[src/rtl/mmio_uart_tx.sv]
// Memory-mapped 8N1 UART transmitter on the data-memory bus.
// Register map (addr[3:2]): 0 TXDATA (write-only), 1 STATUS, 2 DIVISOR, 3 reserved.
// Bytes pushed to TXDATA go through a circular FIFO and are sent LSB first.
// Bus handshake: a write takes effect at the rising edge where ce=1 and we=1.
// A read returns data combinationally while ce=1 and we=0. There is no stall and no ready.
module mmio_uart_tx #(
    parameter int FIFO_DEPTH  = 8,
    parameter int DIV_DEFAULT = 868
) (
    input  logic        clk,
    input  logic        rst,
    input  logic        ce,
    input  logic        we,
    input  logic [31:0] addr,
    input  logic [3:0]  sel,
    input  logic [31:0] data_i,
    output logic [31:0] data_o,
    output logic        tx
);

    localparam int         PW      = (FIFO_DEPTH > 1) ? $clog2(FIFO_DEPTH) : 1;
    localparam logic [4:0]  DEPTH_C = 5'(FIFO_DEPTH);
    localparam logic [15:0] DIV_RST = 16'(DIV_DEFAULT);

    // state_q is the FSM's observable state. busy is derived from it.
    typedef enum logic [1:0] {S_IDLE, S_START, S_DATA, S_STOP} state_e;

    state_e         state_q, state_d;
    logic [7:0]     mem_q [FIFO_DEPTH];
    logic [PW-1:0]  wr_ptr_q, wr_ptr_d, rd_ptr_q, rd_ptr_d;
    logic [4:0]     count_q, count_d;
    logic           ovf_q, ovf_d;
    logic [15:0]    div_q, div_d;
    logic [15:0]    bit_div_q, bit_div_d;
    logic [15:0]    clk_cnt_q, clk_cnt_d;
    logic [2:0]     bit_cnt_q, bit_cnt_d;
    logic [7:0]     shift_q, shift_d;
    logic           tx_q, tx_d;

    logic [1:0]     reg_sel;
    logic           wr_en, push_req, push_ok, push_drop, ovf_clr, div_wr;
    logic           full, empty, busy, pop, bit_done;
    logic           unused_bits;

    assign reg_sel   = addr[3:2];
    assign wr_en     = ce && we;
    assign full      = (count_q == DEPTH_C);
    assign empty     = (count_q == 5'd0);
    assign push_req  = wr_en && (reg_sel == 2'd0) && sel[0];
    assign push_ok   = push_req && !full;
    assign push_drop = push_req && full;
    assign ovf_clr   = wr_en && (reg_sel == 2'd1) && sel[0] && data_i[3];
    assign div_wr    = wr_en && (reg_sel == 2'd2) && (sel[1:0] == 2'b11);
    assign bit_done  = (clk_cnt_q == (bit_div_q - 16'd1));
    assign tx        = tx_q;
    assign unused_bits = ^{addr[31:4], addr[1:0], sel[3:2], data_i[31:16]};

    // State register and all datapath registers.
    always_ff @(posedge clk or posedge rst) begin
        if (rst) begin
            state_q   <= S_IDLE;
            wr_ptr_q  <= '0;
            rd_ptr_q  <= '0;
            count_q   <= 5'd0;
            ovf_q     <= 1'b0;
            div_q     <= DIV_RST;
            bit_div_q <= DIV_RST;
            clk_cnt_q <= 16'd0;
            bit_cnt_q <= 3'd0;
            shift_q   <= 8'd0;
            tx_q      <= 1'b1;
        end else begin
            state_q   <= state_d;
            wr_ptr_q  <= wr_ptr_d;
            rd_ptr_q  <= rd_ptr_d;
            count_q   <= count_d;
            ovf_q     <= ovf_d;
            div_q     <= div_d;
            bit_div_q <= bit_div_d;
            clk_cnt_q <= clk_cnt_d;
            bit_cnt_q <= bit_cnt_d;
            shift_q   <= shift_d;
            tx_q      <= tx_d;
        end
    end

    // FIFO storage is not reset. Only the pointers and the count define its contents.
    always_ff @(posedge clk) begin
        if (push_ok) mem_q[wr_ptr_q] <= data_i[7:0];
    end

    // Next-state logic. A pop happens whenever a frame is launched.
    always_comb begin
        state_d = state_q;
        pop     = 1'b0;
        case (state_q)
            S_IDLE: begin
                if (!empty) begin
                    state_d = S_START;
                    pop     = 1'b1;
                end
            end
            S_START: if (bit_done) state_d = S_DATA;
            S_DATA:  if (bit_done && (bit_cnt_q == 3'd7)) state_d = S_STOP;
            S_STOP: begin
                if (bit_done) begin
                    if (!empty) begin
                        state_d = S_START;
                        pop     = 1'b1;
                    end else begin
                        state_d = S_IDLE;
                    end
                end
            end
            default: state_d = S_IDLE;
        endcase
    end

    // Bit timing and shift register. The divisor is latched per frame, so mid-frame writes wait.
    always_comb begin
        clk_cnt_d = (state_q == S_IDLE) ? 16'd0 : clk_cnt_q + 16'd1;
        bit_cnt_d = bit_cnt_q;
        shift_d   = shift_q;
        bit_div_d = bit_div_q;
        if (pop) begin
            shift_d   = mem_q[rd_ptr_q];
            bit_div_d = div_q;
            clk_cnt_d = 16'd0;
            bit_cnt_d = 3'd0;
        end else if (bit_done) begin
            case (state_q)
                S_START: begin
                    clk_cnt_d = 16'd0;
                    bit_cnt_d = 3'd0;
                end
                S_DATA: begin
                    clk_cnt_d = 16'd0;
                    shift_d   = {1'b0, shift_q[7:1]};
                    bit_cnt_d = bit_cnt_q + 3'd1;
                end
                S_STOP:  clk_cnt_d = 16'd0;
                default: clk_cnt_d = 16'd0;
            endcase
        end
    end

    // Outputs. tx is computed from the next state so the line is registered with no extra lag.
    always_comb begin
        busy = (state_q != S_IDLE);
        case (state_d)
            S_START: tx_d = 1'b0;
            S_DATA:  tx_d = shift_d[0];
            default: tx_d = 1'b1;
        endcase
    end

    // FIFO pointers and count, the sticky overflow flag (set beats clear), and the divisor register.
    always_comb begin
        wr_ptr_d = push_ok ? wr_ptr_q + PW'(1) : wr_ptr_q;
        rd_ptr_d = pop ? rd_ptr_q + PW'(1) : rd_ptr_q;
        case ({push_ok, pop})
            2'b10:   count_d = count_q + 5'd1;
            2'b01:   count_d = count_q - 5'd1;
            default: count_d = count_q;
        endcase
        ovf_d = push_drop ? 1'b1 : (ovf_clr ? 1'b0 : ovf_q);
        div_d = div_q;
        if (div_wr) div_d = (data_i[15:0] == 16'd0) ? 16'd1 : data_i[15:0];
    end

    // Read mux. It returns zero unless a read is active, and also while reset is asserted.
    always_comb begin
        data_o = 32'h0;
        if (ce && !we && !rst) begin
            case (reg_sel)
                2'd1:    data_o = {23'd0, count_q, ovf_q, busy, empty, full};
                2'd2:    data_o = {16'd0, div_q};
                default: data_o = 32'h0;
            endcase
        end
    end

endmodule

[config.mk]
export PLATFORM = sky130hd
export DESIGN_NAME = mmio_uart_tx
export DESIGN_NICKNAME = d
export VERILOG_FILES = /design/src/rtl/mmio_uart_tx.sv
export SDC_FILE = /design/constraint.sdc
export NUM_CORES = 1
export LEC_CHECK = 0
export BUFFER_PORTS_ARGS = -buffer_cell sky130_fd_sc_hd__buf_2
export CORE_MARGIN = 2
export CORE_UTILIZATION = 35
export DETAILED_ROUTE_END_ITERATION = 8
export GPL_TIMING_DRIVEN = 0
export PLACE_DENSITY = 0.59
export SYNTH_ARGS = -nofsm -noshare
export SYNTH_HDL_FRONTEND = slang
export SYNTH_SLANG_ARGS = --single-unit
[constraint.sdc]
create_clock -name clk -period 10.04 [get_ports clk]
set_input_delay 2.008 -clock clk [delete_from_list [all_inputs] [get_ports clk]]
set_output_delay 2.008 -clock clk [all_outputs]
set_load 0.05 [all_outputs]
==> flow_summary.ini, run 1 <==
[finish]
drive_gt1_frac = 0.256
nets = 693
fin_cells = 878
regArea_sq_um = 3790
multi_input_area_sq_um = 2770
fill_cells = 1812
n_antenna_cell = 0
syn_to_final_growth_pct = 18.7

[grt]
grt-ovfl-total = 0
grt_pass1_vias = 4568
antenna_found_initial = 0
grtUsageTotal = 0.152
grt_pass1_wl_mm = 23.8
grt_max_degree = 50

[cts]
clkTransAtPathRegs_ps = 60
htreeDepth = 4
cts-root-buf = clkbuf_16
post_cts_buffers = 0
cts_resized = 0
tritoncts = built
postCtsHoldBufs = 0
cts_buffer_depth = 2
worstSkewPairLatency_ps = 430
numCtsBuffers = 17
cts.sinks = 138

[drt]
vias = 4384
firstDrtPassIters = 4
drtAntennaViolNets = 0
drt-wirelength-per-cell_um = 16.7
wl_mm = 14.6
detailedRoute.firstIterationViolations = 290
drc = 0
viasPerCell = 4.99

[place]
dp.cells = 846
gp_congestion = 0.872
io_buffers = 40
place_hpwl_mm = 10.5

[sta]
tightestPinTransition_ps = 874
max_freq_ghz = 0.183
rsz0062_at_grt = no
fin_skew_ps = 5.73
finalHoldViolCount = 0
min_period_ps = 5480
maxSlewViolCount = 0
max-slew-margin-rel = 0.417
setup_viol = 0
period_share = 0.546
setup_tns_ps = 0

[pwr]
power_frac_comb = 0.098
power_frac_clock = 0.452
powerDensity_nw_per_um2 = 181
seq_power_share = 0.450
intPower_w = 0.00110
ir_worst_vdd_mv = 0.113
p_switching_w = 0.000360
switching_share = 0.246
leakage_nw = 3.35

[floorplan]
die_y_um = 143
die_area_sq_um = 20500
num_io_pins = 105
rows = 50
die_x_um = 143
start_util = 0.359
core_sq_um = 18900

[logic_synthesis]
synthTopCellsByCount = edfxtp_1, dfrtp_1, nor2_1, mux2i_1, nand2_1
synthFlopType = edfxtp_1
synthTopCellsByArea = edfxtp_1, dfrtp_1, mux4_2
synthArstFlopShare = 0.536
yosysSeqAreaShare = 0.558
yosys.cell_types.count = 53
syn_area_sq_um = 6790
synth.most_common_cell = edfxtp_1
synthCells = 528
synth.avg_cell_area_sq_um = 12.9
yosys.area.top_type = edfxtp_1
yosys_warnings = 0
synth_edf_count = 64
ys_ff_latch = 138
synth_top_area_share = 0.283

[critical_path]
setup.worst_path.start_class = input port
worstSetupPathType = input port to output pin
critPathMaxFanout = 10
cp.required_ps = 8030
end_kind = output pin
arrival_ps = 3470

[hold_path]
hp-class = flip-flop to flip-flop

[job]
maxCapViolations = 0

[outcome]
status = finished clean
==> state kept, by name (all words and copies together), names as in the netlist <==
register / cells
tx: 1
wr_ptr_q: 3
state_q: 2
div_q: 16
shift_q: 8
mem_q: 64
bit_div_q: 16
ovf_q: 1
clk_cnt_q: 16
rd_ptr_q: 3
count_q: 5
bit_cnt_q: 3
==> cells in the final DEF (no fill, tap or decap), types with 13 or more instances in the layout <==
master,synthesis,routed
mux2_2,22,22
xnor2_1,21,21
nand3_1,20,20
inv_1,17,16
mux4_2,16,16
mux2i_1,23,23
conb_1,1,16
clkbuf_16,0,17
clkbuf_1,12,13
buf_2,2,43
nand2_1,23,23
ha_1,16,16
edfxtp_1,64,64
dfrtp_1,63,63
buf_4,17,18
nor2_1,46,46
xor2_1,20,20
==> power by group through the flow <==
stage,registers (W),clock network [W],logic [W]
after CTS,0.000657,0.000669,0.000143
after detailed placement,0.000668,0,0.000143
final,0.000658,0.000661,0.000143
after global routing,0.000662,0.000694,0.000159
after floorplan,0.000658,0,0.000108
after global placement,0.000665,0,0.000134
==> path summary, 6_finish.rpt <==
kind | end | slack [ps] | cells after the start | startpoint
min in group asynchronous | count_q[4] | 1570 | 2 | rst
min | count_q[4] | 500 | 1 | count_q[4]
min reg2reg | count_q[4] | 500 | 1 | count_q[4]
max in group asynchronous | tx | 7850 | 3 | rst
max | data_o[12] | 4560 | 7 | addr[2]
max reg2reg | count_q[4] | 5520 | 16 | bit_div_q[7]
==> kinds of logic after synthesis <==
family                   count (synthesis)  share of synthesized area
AND/OR/NAND/NOR                        154                      0.118
flip-flops                             138                      0.558
multiplexers                            71                      0.140
buffers and inverters                   55                     0.0446
AO/OA/AOI/OAI                           52                     0.0564
XOR/XNOR                                41                     0.0529
adder cells (fa/ha/maj)                 16                     0.0295
other                                    1                   0.000552
==> per-stage QoR <==
| step | utilization | cell area [sq um] | total power, W | hold slack (ps) | setup WS (ps) |
|---|---|---|---|---|---|
| final | 0.426 | 8050 | 0.00146 | 496 | 4560 |
| after global routing | 0.426 | 8050 | 0.00152 | 532 | 4410 |
| after CTS | 0.426 | 8050 | 0.00147 | 508 | 4560 |
| after detailed placement | 0.393 | 7430 | 0.000811 | 499 | 4540 |
| after floorplan | - | 6840 | 0.000765 | 449 | 4770 |
| after global placement | 0.390 | 7370 | 0.000799 | 471 | 4560 |
==> layer usage <==
layer	vias to the layer above	part of all wire	global-route usage
met3	20	0.032	0.0319
met4	0	0.020	0.0609
met5	-	0	0
met2	82	0.50	0.252
li1	2056	-	-
met1	2226	0.45	0.193
==> area by class of cell <==
cell class,count,area share
repair buffers,43,0.0298
well taps,260,0.0404
inverters,17,0.00823
clock buffers,18,0.0533
multi-input cells,350,0.344
flip-flops and latches,138,0.470
clock inverters,14,0.0239
plain buffers,38,0.0297
==> worst max-delay path: stages <==
cell      delay [ps]
buf_2            110
inv_1             70
ha_1             160
clkbuf_1         380
and3_1           330
and2_1           150
buf_2            250
Power figures use the tool's default switching activity.
==> run 2, diff against run 1 <==
--- a/config.mk
+++ b/config.mk
@@ -10,7 +10,7 @@
 export CORE_UTILIZATION = 35
 export DETAILED_ROUTE_END_ITERATION = 8
 export GPL_TIMING_DRIVEN = 0
-export PLACE_DENSITY = 0.59
+export PLACE_DENSITY = 0.61
 export SYNTH_ARGS = -nofsm -noshare
 export SYNTH_HDL_FRONTEND = slang
 export SYNTH_SLANG_ARGS = --single-unit
==> constraint.sdc (replaced) <==
create_clock -name clk -period 4.8 [get_ports clk]
set_input_delay 0.96 -clock clk [delete_from_list [all_inputs] [get_ports clk]]
set_output_delay 0.96 -clock clk [all_outputs]
set_load 0.05 [all_outputs]
==> flow_summary.ini, run 2 (synthesized netlist as in run 1, its figures left out) <==
[floorplan]
core_sq_um = 18900
die_y_um = 143
die_x_um = 143
start_util = 0.359
rows = 50
die_area_sq_um = 20500
num_io_pins = 105

[sta]
max_freq_ghz = 0.226
max-slew-margin-rel = 0.130
tightestPinTransition_ps = 1290
min_period_ps = 4420
setup_ws_ps = 382
finalHoldViolCount = 0
period_share = 0.921
setup_viol = 0
setup_tns_ps = 0
rsz0062_at_grt = no
maxSlewViolCount = 0
fin_skew_ps = 11.6

[drt]
viasPerCell = 4.99
firstDrtPassIters = 5
drtAntennaViolNets = 0
drt-wirelength-per-cell_um = 16.4
drc = 0
wl_mm = 14.3
vias = 4373
detailedRoute.firstIterationViolations = 250

[grt]
grt_pass1_wl_mm = 23.1
antenna_found_initial = 0
grt_max_degree = 73
grtUsageTotal = 0.148
grt-ovfl-total = 0
grt_pass1_vias = 4380

[cts]
cts_resized = 0
worstSkewPairLatency_ps = 430
htreeDepth = 4
post_cts_buffers = 0
cts_buffer_depth = 2
tritoncts = built
postCtsHoldBufs = 0
numCtsBuffers = 17
cts-root-buf = clkbuf_16
cts.sinks = 138
clkTransAtPathRegs_ps = 60

[finish]
n_antenna_cell = 0
syn_to_final_growth_pct = 17.5
fin_cells = 876
final_common_cell = edfxtp_1
drive_gt1_frac = 0.258
nets = 691
max_flop_register = mem_q
fin_util = 0.422
largest_register_ffs = 64
mostFrequentLayoutCells = edfxtp_1, dfrtp_1, nor2_1, buf_2

[job]
maxCapViolations = 0

[place]
place_ws_ps = 385
dp.cells = 844
io_buffers = 40
place_hpwl_mm = 10.3
gp_congestion = 0.837

[critical_path]
worst_r2r_endpoint = count_q[4]
critPathMaxFanout = 11
arrival_ps = 4730
end_kind = flip-flop
worstSetupPathType = flip-flop to flip-flop
setup.worst_path.start_class = flip-flop
cp.required_ps = 5110
r2r_start = bit_div_q[3]
ff2ff_path_depth = 17
r2r_setup_slack_ps = 380

[pwr]
powerDensity_nw_per_um2 = 362
leakage_nw = 3.30
totalPowerFinal_w = 0.00289
ir_worst_vdd_mv = 0.227

[hold_path]
hp-class = input port to asynchronous set/reset pin

[outcome]
status = finished clean
[run 2: worst max path at each step]
stage	start	endpoint	slack [ps]
6_report	bit_div_q[3]	count_q[4]	380
5_1_grt	bit_div_q[7]	count_q[4]	80
4_1_cts	bit_div_q[3]	count_q[4]	370
3_5_place_dp	bit_div_q[3]	count_q[4]	380
3_3_place_gp	bit_div_q[3]	count_q[4]	450
2_1_floorplan	bit_div_q[3]	count_q[4]	890
[run 2: area by class of cell]
| cell class | instances | area [sq um] |
|---|---|---|
| buffer | 38 | 239 |
| clock buffer | 19 | 443 |
| clock inverter | 13 | 111 |
| fill | 1794 | 10900 |
| inverter | 17 | 66.3 |
| multi-input combinational | 350 | 2780 |
| sequential | 138 | 3790 |
| tap | 260 | 325 |
| timing repair buffer | 41 | 228 |
[run 2: power by group]
group / leakage, nW / internal [W] / switching, W
sequential: 1.50 / 0.00131 / 0.0000609
combinational: 1.54 / 0.000118 / 0.000179
clock: 0.260 / 0.000687 / 0.000529
[run 2: critical path, stage by stage (launching register included)]
cell      delay, ps
dfrtp_1         370
buf_6           140
or4_4           530
buf_6           150
or4_4           510
xnor2_1         170
and4_1          220
buf_4           150
nand4_2         120
o21ai_4         370
buf_2           330
ha_1            280
xor2_1          170
ha_1            210
nor2_1           60
a222oi_1        300
nor2_1           90
xor2_1          140
[run 2: through the flow]
stage | instance area, sq um | hold slack [ps]
after floorplan | 6840 | 449
after global placement | 7370 | 466
after detailed placement | 7400 | 469
after CTS | 7950 | 391
after global routing | 7980 | 401
final | 7980 | 406
[run 2: layer usage]
metal	track usage	up-vias	wire length [um]
met2	0.243	107	7050
li1	-	2059	-
met5	0	-	0
met4	0.0650	0	325
met1	0.190	2183	6370
met3	0.0295	24	580
